### src/rtl/aucohl_fifo_wr_arb.sv
// rtl/aucohl_fifo_wr_arb.sv - round-robin burst arbiter sharing one fifo write port among N requesters
module aucohl_fifo_wr_arb #(
    parameter int N         = 4,
    parameter int DW        = 8,
    parameter int MAX_BURST = 4
) (
    input  logic            clk,
    input  logic            rst,
    input  logic [N-1:0]    req_valid,
    input  logic [N*DW-1:0] req_data,
    output logic [N-1:0]    req_ready,
    input  logic            fifo_full,
    output logic            fifo_wr,
    output logic [DW-1:0]   fifo_wdata,
    output logic [N-1:0]    grant,
    output logic            busy
);
    localparam int LW = (N > 1) ? $clog2(N) : 1;
    localparam int CW = $clog2(MAX_BURST + 1);

    typedef enum logic {IDLE, GRANT} state_t;

    state_t         state_q;
    logic [N-1:0]   grant_q;
    logic [LW-1:0]  last_q;
    logic [CW-1:0]  burst_cnt_q;

    logic           sel_found;
    logic [LW-1:0]  sel_idx;
    logic           own_valid;
    logic           xfer;
    logic           burst_done;

    // Walk downward so the requester closest after last_q is the one kept.
    always_comb begin
        sel_found = 1'b0;
        sel_idx   = '0;
        for (int k = N; k >= 1; k--) begin
            if (req_valid[(int'(last_q) + k) % N]) begin
                sel_found = 1'b1;
                sel_idx   = LW'((int'(last_q) + k) % N);
            end
        end
    end

    // While granted, last_q doubles as the owner index.
    assign own_valid  = req_valid[last_q];
    assign xfer       = (|grant_q) & own_valid & ~fifo_full;
    assign burst_done = (burst_cnt_q == CW'(MAX_BURST - 1));

    assign req_ready  = fifo_full ? '0 : grant_q;
    assign fifo_wr    = xfer;
    assign fifo_wdata = (|grant_q) ? req_data[int'(last_q)*DW +: DW] : '0;
    assign grant      = grant_q;
    assign busy       = |grant_q;

    always_ff @(posedge clk or posedge rst) begin
        if (rst) begin
            state_q     <= IDLE;
            grant_q     <= '0;
            last_q      <= LW'(N - 1);
            burst_cnt_q <= '0;
        end else begin
            case (state_q)
                IDLE: begin
                    if (sel_found) begin
                        grant_q     <= {{(N-1){1'b0}}, 1'b1} << sel_idx;
                        last_q      <= sel_idx;
                        burst_cnt_q <= '0;
                        state_q     <= GRANT;
                    end
                end
                GRANT: begin
                    if (!own_valid) begin
                        grant_q <= '0;
                        state_q <= IDLE;
                    end else if (xfer) begin
                        burst_cnt_q <= burst_cnt_q + CW'(1);
                        if (burst_done) begin
                            grant_q <= '0;
                            state_q <= IDLE;
                        end
                    end
                end
                default: begin
                    grant_q <= '0;
                    state_q <= IDLE;
                end
            endcase
        end
    end
endmodule

### config.mk
export PLATFORM = sky130hd
export DESIGN_NAME = aucohl_fifo_wr_arb
export DESIGN_NICKNAME = d
export VERILOG_FILES = /design/src/rtl/aucohl_fifo_wr_arb.sv
export SDC_FILE = /design/constraint.sdc
export NUM_CORES = 1
export LEC_CHECK = 0
export BUFFER_PORTS_ARGS = -buffer_cell sky130_fd_sc_hd__clkbuf_2
export CAP_MARGIN = 20
export CORE_MARGIN = 5
export CORE_UTILIZATION = 44
export DETAILED_ROUTE_END_ITERATION = 8
export PLACE_DENSITY = 0.84
export SLEW_MARGIN = 10
export SYNTH_ARGS = -nofsm -noshare
export SYNTH_HDL_FRONTEND = slang
export SYNTH_SLANG_ARGS = --single-unit
### constraint.sdc
create_clock -name clk -period 3.95 [get_ports clk]
set_input_delay 0.1975 -clock clk [delete_from_list [all_inputs] [get_ports clk]]
set_output_delay 0.1975 -clock clk [all_outputs]
set_load 0.05 [all_outputs]
Word-level counts from Yosys, hierarchy flattened:

Index checks and enable logic that the tools add are counted.

* output and inout bits: 18
* register bits after elaboration: 10
* bits of input ports: 39

* equal/unequal tests: 6
* reductions and logical operators: 8
* shifts and indexed selects: 2
* bitwise operators: 8
* add/sub/neg operators: 5
* $lt $le $gt $ge: 5
* muxes and demuxes: 38

Operators by type and width (count)
* $shiftx A32 B6 Y8: 1
* $mux W4: 5
* $mux W1: 17
* $lt A3 B4 Y1 const B: 4
* $bmux W1 S2: 5
* $mux W3: 3
* $mux W2: 4
* $mux W8: 1
* $pmux W4 S2: 1
* $reduce_or A2 Y1: 4
* $pmux W3 S2: 1
* $reduce_and A3 Y1: 2
* $add A2 B1 Y2 const B: 2
* $add A2 B2 Y2 const B: 2
* $and A1 B1 Y1 const A: 4
* $ne A2 B2 Y1 const B: 2
* $reduce_or A4 Y1: 1
* $shl A1 B2 Y4 const A: 1
* $add A3 B1 Y3 const B: 1
* $eq A3 B2 Y1 const B: 1
* $lt A2 B3 Y1 const B: 1
* $ne A3 B2 Y1 const B: 1
* $ne A3 B3 Y1 const B: 1
* $and A1 B1 Y1: 2
* other kinds (4): 5

Depth between registers and ports, before layout:

Gate-level depths: netlist (run 1).

* depth after elaboration: 13
* gate-level depth with buffers: 6
* mapped depth without buffers: 5

Worst setup path after synthesis (run 1):

Ideal clock, no wire load.

* path type: register -> output
* start point: register grant_q[3], in the netlist grant[3]
* end point: output fifo_wr
* data arrival time: 1.911 ns
* slack: 1.842 ns
* buffers on the path: 1
* stages on the path, launching flop included: 5
* required time: 3.753 ns
* path through: dfrtp_1 > nor4_1 > clkbuf_1 > inv_1 > and3b_1

* longest elaborated chain between the ends: 3

RTL lines
* start, declared: line 24 `logic [N-1:0] grant_q;`
* start signal, assigned: line 67 `grant_q <= {{(N-1){1'b0}}, 1'b1} << sel_idx;`
* $reduce_or A4 Y1
* net busy: line 16 `output logic busy`
* $and A1 B1 Y1 (2 in series): line 48 `assign xfer = (|grant_q) & own_valid & ~fifo_full;`
* end, declared: line 13 `output logic fifo_wr,`

The timed path passes the listed nets, and every way through them passes these cells.

Worst setup path in the final report (run 1):

* start point: register last_q[0]
* end point: output fifo_wr

* longest elaborated chain between the ends: 4

RTL lines
* start, declared: line 25 `logic [LW-1:0] last_q;`
* start signal, assigned: line 61 `last_q <= LW'(N - 1);`
* start signal, assigned: line 68 `last_q <= sel_idx;`
* $bmux W1 S2: line 47 `assign own_valid = req_valid[last_q];`
* $mux W1 (implied by the code): line 47
* $and A1 B1 Y1 (2 in series): line 48

Every way passes these cells. The select of a mux whose other input is x is not followed.

==> metrics.md, run 1 <==
| Metric | Value |
|---|---|
| Reg-to-reg setup timing slack | `2040 ps` |
| Number of iterations in the first detailed-routing pass | `4` |
| Yosys warnings | `0` |
| Buffer type at the clock tree root | `clkbuf_4` |
| FF-to-FF path depth | `4` |
| Horizontal die dimension | `53.9 um` |
| N_diodes | `0` |
| FF+latch count, synth | `10` |
| Capture endpoint of the worst hold path | `state_q$_DFF_PP0_` |
| Height of the die | `53.9 um` |
| Sequential fraction of the synthesis area | `0.297` |
| Max clock buf depth | `2` |
| Vias | `876` |
| Startpoint type of the worst setup path | `flop` |
| Unrepaired setup endpoints after global routing | `false` |
| Max Clock Skew | `6.40 ps` |
| Achievable clock frequency | `456 MHz` |
| H-tree depth reported by CTS | `1` |
| Die area | `0.00291 mm^2` |
| Maximum number of pins on one net before global-route repair | `17` |
| Starting DRC count in detailed routing | `1` |
| Worst flop-to-flop path startpoint | `last_q[0]$_DFFE_PP1P_` |
| Setup crit end kind | `primary output` |
| IR drop worst, VDD | `0.000638 V` |
| Post-layout instance count excluding filler cells | `164` |
| Number of buffers created by CTS | `3` |
| Synth-to-layout area growth | `40.4%` |
| Final setup violation count | `0` |
| Aggregate global-route resource usage | `0.174` |
| Hold path startpoint | `fifo_full` |
| Net total in the final layout | `181` |
| Post-route setup TNS | `0 ps` |
| Half-perimeter wire length after detailed placement | `2030 um` |
| Mapped Avg Cell Area | `10.4 um^2` |
| Status | `finished clean` |
| Critical register-to-register path endpoint | `grant[0]$_DFFE_PP0P_` |
| Number of filler cells placed in the layout | `151` |
| Clock latency reported for the late side of the worst-skew pair | `approximately 270 ps` |
| Number of max-slew violations in the final report | `0` |
| Hold Path Class | `in -> reg` |
| Drt total wl | `2380 um` |
| TritonCTS clock tree | `done` |
| Remaining antenna violation count after routing | `0` |
| Largest fanout on the critical path | `13` |
| Final Wtd Congestion | `0.825` |
| Remaining design rule violation count | `0` |
| First-pass GRT wire length | `3650 um` |
| Instance count after placement with tap cells included | `approximately 160` |
| Overflow left after global routing | `0` |
| Post-Syn Area | `850 um^2` |
| Synth Instances | `82` |
| Share of final-layout standard cells stronger than drive strength 1 | `0.532` |
| Final Critical Period | `2190 ps` |
| Number of distinct library cells after synthesis | `27` |
| Actual transition at the worst max-transition pin | `520 ps` |
| Count of clock tree sinks | `10` |
| Nets in the synthesized netlist | `between 100 and 150` |
| Hold Path Depth | `3` |
| Via count of the first global-routing pass | `between 800 and 900` |
| Total power per unit cell area | `1020 mW/mm^2` |
| Initial antenna violation count | `0` |
| Wirelength per Cell | `14.5 um` |
| Leakage power | `0.632 nW` |
| Critical setup path kind | `reg -> out` |
| Remaining max-slew budget at the tightest pin | `0.650` |
| Top Ports | `57` |
| WP data arrival | `2000 ps` |
| Row cnt | `15` |
| Clock Pin Slew Worst Setup and Hold Paths | `70 ps` |
| Final critical-path share of the clock period | `0.556` |
| Via density | `5.34` |
| Effective utilization at floorplan | `0.476` |
| Crit path required time | `3750 ps` |
| Area inside the core boundary | `0.00178 mm^2` |
| Final hold vios | `0` |
| Max capacitance violation total | `0` |
| Number of port buffers | `56` |
## how the worst max path moves through the flow
stage / start / end / slack, ps / cells past startpoint
detailed placement: last_q[0]$_DFFE_PP1P_ / grant[0]$_DFFE_PP0P_ / 2040 / 4
floorplan: grant[3]$_DFFE_PP0P_ / fifo_wr / 1840 / 4
CTS: last_q[0]$_DFFE_PP1P_ / fifo_wr / 1730 / 3
global route: last_q[0]$_DFFE_PP1P_ / fifo_wr / 1670 / 3
finish: last_q[0]$_DFFE_PP1P_ / fifo_wr / 1760 / 3
global placement: last_q[0]$_DFFE_PP1P_ / fifo_wr / 2050 / 3
## synthesized netlist by cell type
cell       count  area share
nor2b_1       11       0.081
mux4_2         9        0.24
dfrtp_1        8        0.24
inv_1          7       0.031
nand2_1        7       0.031
mux2i_1        4       0.047
and2b_1        3       0.027
a21oi_1        2       0.012
a32o_1         2       0.024
and3b_1        2       0.021
buf_2          2       0.012
clkbuf_1       2      0.0088
dfstp_2        2       0.062
ha_1           2       0.029
nor2_1         2      0.0088
nor3_1         2       0.012
nor3b_1        2       0.018
nor4_1         2       0.015
o2bb2ai_1      2       0.021
or2_2          2       0.015
clkbuf_2       1      0.0059
nand2b_1       1      0.0074
o21ai_0        1      0.0059
o22ai_1        1      0.0074
o31ai_1        1      0.0088
o32ai_1        1       0.010
or3_1          1      0.0074
## area by class of cell
type,instances,area [um^2],share of cell area
tap,25,31.3,0.0262
inverter,7,26.3,0.0220
timing repair buffer,58,298,0.250
clock buffer,4,36.3,0.0304
multi-input combinational,60,548,0.460
sequential,10,253,0.212
## sequential cells by signal, indices dropped and copies added (netlist names)
register,cells
grant,4
burst_cnt_q,3
last_q,2
state_q,1
## through the flow
step           setup WS (ps)  hold slack, ps  area, um^2  total power, mW   util
6_report                1760             343        1190             1.22  0.669
5_1_grt                 1670             378        1190             1.29  0.669
4_1_cts                 1730             342        1190             1.23  0.669
2_1_floorplan           1840            36.2         850            0.940      -
3_5_place_dp            2040             181        1150             1.13  0.643
3_3_place_gp            2050             170        1150             1.12  0.643
## worst max-delay path, stage by stage (launching register included)
cell      delay (ps)
dfstp_2          750
mux4_2           570
and3b_1          180
clkbuf_2         230
## cell families (layout without fill, tap and decap cells)
logic type,Yosys count,count (layout),synth area share
DFF,10,10,0.297
buffers and inverters,12,69,0.0574
AOI/OAI and AO/OA,10,10,0.0884
and+or+nand+nor,35,35,0.242
adders and majority gates,2,2,0.0295
muxes,13,13,0.286
## what timing repair did
item,CTS,global route
buffers inserted,0,0
resized for setup,0,0
hold buffers,1,0
hold endpoints to repair,8,0
## power breakdown
group | leakage (nW) | total, mW | switching [mW] | internal, mW
Combinational | 0.484 | 0.897 | 0.610 | 0.287
Clock | 0.0210 | 0.0930 | 0.0369 | 0.0561
Sequential | 0.127 | 0.230 | 0.0793 | 0.151
## cell usage in the layout, fill, tap and decap left out, types with 3 or more instances in the layout
cell and n:
nand2_1 7, mux2i_1 4, clkbuf_2 56, inv_1 7, dfrtp_1 8, mux4_2 9
and2b_1 3, nor2b_1 11, clkbuf_4 3
## routing by layer
layer  GRT usage  vias to the layer above  share of wire
met1       0.161                      399           0.36
met5           0                        -              0
li1            -                      420              -
met4      0.0894                        0          0.015
met2       0.339                       54           0.46
met3      0.0471                        3           0.16
(Power assumes the default switching activity.)
==> inputs of run 2 (changes only) <==
--- a/config.mk
+++ b/config.mk
@@ -8,9 +8,9 @@
 export BUFFER_PORTS_ARGS = -buffer_cell sky130_fd_sc_hd__clkbuf_2
 export CAP_MARGIN = 20
 export CORE_MARGIN = 5
-export CORE_UTILIZATION = 44
+export CORE_UTILIZATION = 37
 export DETAILED_ROUTE_END_ITERATION = 8
-export PLACE_DENSITY = 0.84
+export PLACE_DENSITY = 0.75
 export SLEW_MARGIN = 10
 export SYNTH_ARGS = -nofsm -noshare
 export SYNTH_HDL_FRONTEND = slang
==> constraint.sdc (replaced) <==
create_clock -name clk -period 1.8 [get_ports clk]
set_input_delay 0.09 -clock clk [delete_from_list [all_inputs] [get_ports clk]]
set_output_delay 0.09 -clock clk [all_outputs]
set_load 0.05 [all_outputs]
==> run 2 against run 1 <==
Compared with the run above: register-to-register slack worse by 2000 ps; wire length is 11% higher; flip-flop and latch count stayed put; global-route usage is 1.7 points lower; final area is 15% higher; die area is 15% higher; the run now ends with negative setup slack left; sequential share of layout area is 2.8 points lower.
==> metrics.md, run 2 (same netlist as run 1, synthesis figures left out) <==
| Metric | Value |
|---|---|
| Status | `finished with violations (was finished clean)` |
| Failing checks | `negative setup slack` |
| Total power per unit cell area | `2440 mW/mm^2 (was 1020 mW/mm^2)` |
| Buffer type at the clock tree root | `clkbuf_4 (unchanged)` |
| Number of max-slew violations in the final report | `0 (unchanged)` |
| Vias | `915 (was 876)` |
| Pre-CTS setup slack | `70.6 ps (was 2040 ps)` |
| Final setup violation count | `9 (was 0)` |
| Commonest cells after routing, fill and taps aside | `clkbuf_2, mux4_2, buf_8 (was clkbuf_2, nor2b_1, mux4_2)` |
| Largest fanout on the critical path | `8 (was 13)` |
| Wirelength per Cell | `15.5 um (was 14.5 um)` |
| Maximum number of pins on one net before global-route repair | `12 (was 17)` |
| N_diodes | `0 (unchanged)` |
| TritonCTS clock tree | `done (unchanged)` |
| Overflow left after global routing | `0 (unchanged)` |
| Effective utilization at floorplan | `0.384 (was 0.476)` |
| Crit path required time | `1710 ps (was 3750 ps)` |
| Final Wtd Congestion | `0.755 (was 0.825)` |
| WP data arrival | `1850 ps (was 2000 ps)` |
| Remaining design rule violation count | `0 (unchanged)` |
| Height of the die | `57.9 um (was 53.9 um)` |
| Hold Path Class | `in -> reg (unchanged)` |
| Synth-to-layout area growth | `61.4% (was 40.4%)` |
| Share of final-layout standard cells stronger than drive strength 1 | `0.597 (was 0.532)` |
| Largest register FFs | `4 (unchanged)` |
| Remaining max-slew budget at the tightest pin | `0.737 (was 0.650)` |
| Critical setup path kind | `reg -> out (unchanged)` |
| Startpoint type of the worst setup path | `flop (unchanged)` |
| Actual transition at the worst max-transition pin | `392 ps (was 520 ps)` |
| Number of port buffers | `56 (unchanged)` |
| FF-to-FF path depth | `4 (unchanged)` |
| Worst setup slack after layout | `-135 ps (was 1760 ps)` |
| Number of buffers created by CTS | `3 (unchanged)` |
| Hold Path Depth | `3 (unchanged)` |
| Number of iterations in the first detailed-routing pass | `4 (unchanged)` |
| H-tree depth reported by CTS | `1 (unchanged)` |
| P_int | `1.56 mW (was 0.494 mW)` |
| Count of clock tree sinks | `10 (unchanged)` |
| Core occupancy in the finished layout | `0.620 (was 0.669)` |
| Drt total wl | `2660 um (was 2380 um)` |
| Fraction of power spent switching nets | `0.534 (was 0.595)` |
| Final Critical Period | `1940 ps` |
| Clock latency reported for the late side of the worst-skew pair | `270 ps (about the same)` |
| Initial antenna violation count | `0 (unchanged)` |
| Leakage power | `0.705 nW (was 0.632 nW)` |
| Starting DRC count in detailed routing | `17 (was 1)` |
| Most common cell after layout, fill and taps aside | `clkbuf_2 (unchanged)` |
| Horizontal die dimension | `57.9 um (was 53.9 um)` |
| Via count of the first global-routing pass | `926 (was 893)` |
| Half-perimeter wire length after detailed placement | `2120 um (was 2030 um)` |
| Achievable clock frequency | `517 MHz` |
| Final critical-path share of the clock period | `1.08` |
| Post-layout instance count excluding filler cells | `172 (was 164)` |
| Max Clock Skew | `2.60 ps (was 6.40 ps)` |
| Instance count after placement with tap cells included | `166 (was 159)` |
| Total net switching power | `1.79 mW (was 0.726 mW)` |
| Aggregate global-route resource usage | `0.157 (was 0.174)` |
| Max clock buf depth | `2 (unchanged)` |
| Row cnt | `17 (was 15)` |
| Die area | `0.00335 mm^2 (was 0.00291 mm^2)` |
| Combinational share of power | `0.814 (was 0.735)` |
| IR drop worst, VDD | `0.00161 V (was 0.000638 V)` |
| Setup crit end kind | `primary output (unchanged)` |
| Unrepaired setup endpoints after global routing | `true (was false)` |
| Net total in the final layout | `186 (was 181)` |
| Fraction of power consumed by the clock network | `0.050 (was 0.076)` |
| Sequential power share | `0.135 (was 0.189)` |
| Clock Pin Slew Worst Setup and Hold Paths | `70 ps (about the same)` |
| Number of filler cells placed in the layout | `183 (was 151)` |
| Top Ports | `57 (unchanged)` |
| Remaining antenna violation count after routing | `0 (unchanged)` |
| Max capacitance violation total | `0 (unchanged)` |
| Area inside the core boundary | `0.00221 mm^2 (was 0.00178 mm^2)` |
| Final hold vios | `0 (unchanged)` |
| First-pass GRT wire length | `4100 um (was 3650 um)` |
| Via density | `5.32 (was 5.34)` |
[run 2: power groups by stage]
stage	combinational [mW]	sequential (mW)	clock, mW
4_1_cts	2.50	0.456	0.173
3_3_place_gp	2.14	0.455	0
5_1_grt	2.84	0.472	0.181
2_1_floorplan	1.53	0.538	0
3_5_place_dp	2.16	0.460	0
6_report	2.73	0.453	0.168
[run 2: repair_timing]
action | CTS | global route
gates cloned | 0 | 0
hold buffers | 1 | 0
setup endpoints to repair | 9 | 10
gates resized for setup | 21 | 15
buffers inserted | 0 | 1
hold endpoints to repair | 8 | 0
[run 2: area by class of cell]
type | instances | area (um^2) | share of cell area
Timing Repair Buffer | 63 | 438 | 0.319
Multi-Input combinational cell | 60 | 593 | 0.432
Tap cell | 28 | 35.0 | 0.0255
Inverter | 7 | 26.3 | 0.0192
Sequential cell | 10 | 253 | 0.184
Clock buffer | 4 | 26.3 | 0.0192
[run 2: worst paths after layout]
kind,from,to,slack (ps)
max,last_q[0]$_DFFE_PP1P_,fifo_wdata[6],-140
min,fifo_full,state_q$_DFF_PP0_,250
max reg2reg,last_q[0]$_DFFE_PP1P_,grant[0]$_DFFE_PP0P_,70
min reg2reg,burst_cnt_q[0]$_DFFE_PP0P_,burst_cnt_q[0]$_DFFE_PP0P_,500
max in group asynchronous,rst,last_q[1]$_DFFE_PP1P_,1150
min in group asynchronous,rst,grant[3]$_DFFE_PP0P_,330
[run 2: metrics by stage]
stage                     power (mW)  setup TNS (ps)  hold slack, ps  instance area [um^2]
final                           3.35            -843             251                  1370
after global routing            3.49           -1330             314                  1370
after CTS                       3.13           -1200             251                  1330
after detailed placement        2.62               0            78.7                  1200
after global placement          2.59               0            63.5                  1200
after floorplan                 2.07            -318           -71.3                   851
[run 2: critical path: stages (launching register included)]
cell and delay [ps]:
dfstp_2 590, buf_12 150, mux4_2 490, and2b_1 190, buf_8 150
[run 2: layer usage]
layer  GRT usage  wire [um]
met3      0.0512        306
met4      0.0596         36
met5           0          0
met1       0.160        934
met2       0.295       1380
==> inputs of run 3 (changes only) <==
==> config.mk (replaced) <==
export PLATFORM = sky130hd
export DESIGN_NAME = aucohl_fifo_wr_arb
export DESIGN_NICKNAME = d
export VERILOG_FILES = /design/src/rtl/aucohl_fifo_wr_arb.sv
export SDC_FILE = /design/constraint.sdc
export NUM_CORES = 1
export LEC_CHECK = 0
export CAP_MARGIN = 20
export CORE_MARGIN = 2
export CORE_UTILIZATION = 55
export DETAILED_ROUTE_END_ITERATION = 8
export DONT_BUFFER_PORTS = 1
export PLACE_DENSITY = 0.73
export SLEW_MARGIN = 10
export SYNTH_ARGS = -nofsm -noshare
export SYNTH_HDL_FRONTEND = slang
export SYNTH_SLANG_ARGS = --single-unit
==> run 3 against run 2 <==
Compared with the run above: the run still ends with negative setup slack left; via count is 15% lower; sequential share of layout area is 3.7 points higher; die area is 44% lower; maximum frequency is 4.2% higher; cell count is 30% lower; flip-flop and latch count stayed put; global-route usage is 11 points higher; first-iteration DRC count is 29% higher; wire length is 9.6% lower.
==> metrics.md, run 3 (same netlist as run 1, synthesis figures left out) <==
| Metric | Value |
|---|---|
| Aggregate global-route resource usage | `0.272 (was 0.157)` |
| Worst setup slack after layout | `-57.1 ps (was -135 ps)` |
| Worst setup path end | `fifo_wr (was fifo_wdata[6])` |
| Die area | `0.00187 mm^2 (was 0.00335 mm^2)` |
| Worst flop-to-flop path startpoint | `last_q[0]$_DFFE_PP1P_ (unchanged)` |
| N_diodes | `0 (unchanged)` |
| Count of clock tree sinks | `10 (unchanged)` |
| Number of iterations in the first detailed-routing pass | `4 (unchanged)` |
| Commonest cells after routing, fill and taps aside | `buf_4, mux4_2, dfrtp_1 (was clkbuf_2, mux4_2, buf_8)` |
| Maximum number of pins on one net before global-route repair | `11 (was 12)` |
| Horizontal die dimension | `43.3 um (was 57.9 um)` |
| Number of filler cells placed in the layout | `101 (was 183)` |
| Via count of the first global-routing pass | `831 (was 926)` |
| Number of buffers created by CTS | `3 (unchanged)` |
| Wirelength per Cell | `20.0 um (was 15.5 um)` |
| Status | `finished with violations (unchanged)` |
| Critical register-to-register path endpoint | `burst_cnt_q[1]$_DFFE_PP0P_ (was grant[0]$_DFFE_PP0P_)` |
| Flip-flop and latch area | `253 um^2 (unchanged)` |
| CP startpoint | `last_q[0]$_DFFE_PP1P_ (unchanged)` |
| Pre-CTS setup slack | `139 ps (was 70.6 ps)` |
| Initial antenna violation count | `0 (unchanged)` |
| Met1 wire length | `833 um (was 934 um)` |
| Remaining design rule violation count | `0 (unchanged)` |
| Top Ports | `57 (unchanged)` |
| Post-Place Cell Area | `0.00101 mm^2 (was 0.00120 mm^2)` |
| Height of the die | `43.3 um (was 57.9 um)` |
| Final hold vios | `0 (unchanged)` |
| Hold Path Class | `in -> reg (unchanged)` |
| Critical setup path kind | `reg -> out (unchanged)` |
| Half-perimeter wire length after detailed placement | `1690 um (was 2120 um)` |
| Post-route setup TNS | `-361 ps (was -843 ps)` |
| Overflow left after global routing | `0 (unchanged)` |
| Failing checks | `negative setup slack (unchanged)` |
| Largest register FFs | `4 (unchanged)` |
| Routed wl met3 | `229 um (was 306 um)` |
| Remaining max-slew budget at the tightest pin | `0.624 (was 0.737)` |
| Final Wtd Congestion | `0.815 (was 0.755)` |
| Via density | `6.45 (was 5.32)` |
| Max capacitance violation total | `0 (unchanged)` |
| Highest metal layer used by the detailed router | `met4 (unchanged)` |
| Vias | `774 (was 915)` |
| Final worst hold slack | `60.3 ps (was 251 ps)` |
| Max clock buf depth | `2 (unchanged)` |
| Remaining antenna violation count after routing | `0 (unchanged)` |
| Starting DRC count in detailed routing | `22 (was 17)` |
| Unrepaired setup endpoints after global routing | `true (unchanged)` |
| Achievable clock frequency | `538 MHz (was 517 MHz)` |
| Final standard cell area without fillers | `0.00114 mm^2 (was 0.00137 mm^2)` |
| Drt total wl | `2400 um (was 2660 um)` |
| Net total in the final layout | `146 (was 186)` |
| Effective utilization at floorplan | `0.577 (was 0.384)` |
| FF-to-FF path depth | `5 (was 4)` |
| Number of port buffers | `0 (was 56)` |
| Setup crit end kind | `primary output (unchanged)` |
| Buffer type at the clock tree root | `clkbuf_4 (unchanged)` |
| WP data arrival | `1770 ps (was 1850 ps)` |
| Final Critical Period | `1860 ps (was 1940 ps)` |
| Number of max-slew violations in the final report | `0 (unchanged)` |
| Area of combinational cells with multiple inputs | `607 um^2 (was 593 um^2)` |
| Final critical-path share of the clock period | `1.03 (was 1.08)` |
| Row cnt | `14 (was 17)` |
| Reg-to-reg setup timing slack | `0 ps (was 70 ps)` |
| Most common cell after layout, fill and taps aside | `buf_4 (was clkbuf_2)` |
| Actual transition at the worst max-transition pin | `559 ps (was 392 ps)` |
| Clock Pin Slew Worst Setup and Hold Paths | `70 ps (about the same)` |
| Area inside the core boundary | `0.00147 mm^2 (was 0.00221 mm^2)` |
| Share of final-layout standard cells stronger than drive strength 1 | `0.490 (was 0.597)` |
| Clock latency reported for the late side of the worst-skew pair | `270 ps (about the same)` |
| Startpoint type of the worst setup path | `flop (unchanged)` |
| H-tree depth reported by CTS | `1 (unchanged)` |
| Crit path required time | `1710 ps (about the same)` |
| First-pass GRT wire length | `3770 um (was 4100 um)` |
| Final setup violation count | `9 (unchanged)` |
| Largest fanout on the critical path | `4 (was 8)` |
| TritonCTS clock tree | `done (unchanged)` |
| Max Clock Skew | `7.33 ps (was 2.60 ps)` |
| Met2 WL post-DR | `1320 um (was 1380 um)` |
| Synth-to-layout area growth | `34.2% (was 61.4%)` |
==> run 3: changes by cell type in the layout (fill, tap and decap cells not counted), sizes merged <==
cell,change
buf,+7
clkbuf,-47
==> run 3: per-stage QoR <==
stage,cells,utilization
6_report,120,0.775
5_1_grt,120,0.775
4_1_cts,120,0.756
3_5_place_dp,114,0.684
3_3_place_gp,114,0.684
2_1_floorplan,82,-
==> run 3: worst min-delay path by stage <==
stage | depth (start not counted) | to | from | slack (ps)
2_1_floorplan | 1 | burst_cnt_q[0]$_DFFE_PP0P_ | rst | -70
3_3_place_gp | 1 | grant[1]$_DFFE_PP0P_ | rst | -30
3_5_place_dp | 1 | grant[1]$_DFFE_PP0P_ | rst | -20
4_1_cts | 2 | state_q$_DFF_PP0_ | fifo_full | 50
5_1_grt | 2 | state_q$_DFF_PP0_ | fifo_full | 100
6_report | 2 | state_q$_DFF_PP0_ | fifo_full | 60
==> run 3: metal layers <==
metal,global-route usage,vias up
li1,-,345
met1,0.292,369
met2,0.519,56
met3,0.0511,4
met4,0.0970,0
met5,0,-
==> run 3: critical path, stage by stage (launching register included) <==
cell and delay [ps]:
dfstp_2 560, buf_4 120, mux4_2 500, and3b_2 320
==> run 3: layout make-up <==
type,count,area share
Clock buffer,4,0.0318
Inverter,7,0.0231
Multi-Input combinational cell,60,0.532
Sequential cell,10,0.222
Tap cell,16,0.0176
Timing Repair Buffer,23,0.173
==> run 3: repair_timing <==
item,4_1_cts,5_1_grt
setup buffers,1,0
hold buffers,1,0
hold endpoints to repair,10,0
endpoints found under the setup margin,8,14
resized for setup,18,6
Power of run 3 is not shown: default switching activity piles up to over one toggle a cycle in this logic, so the estimate is an artifact.
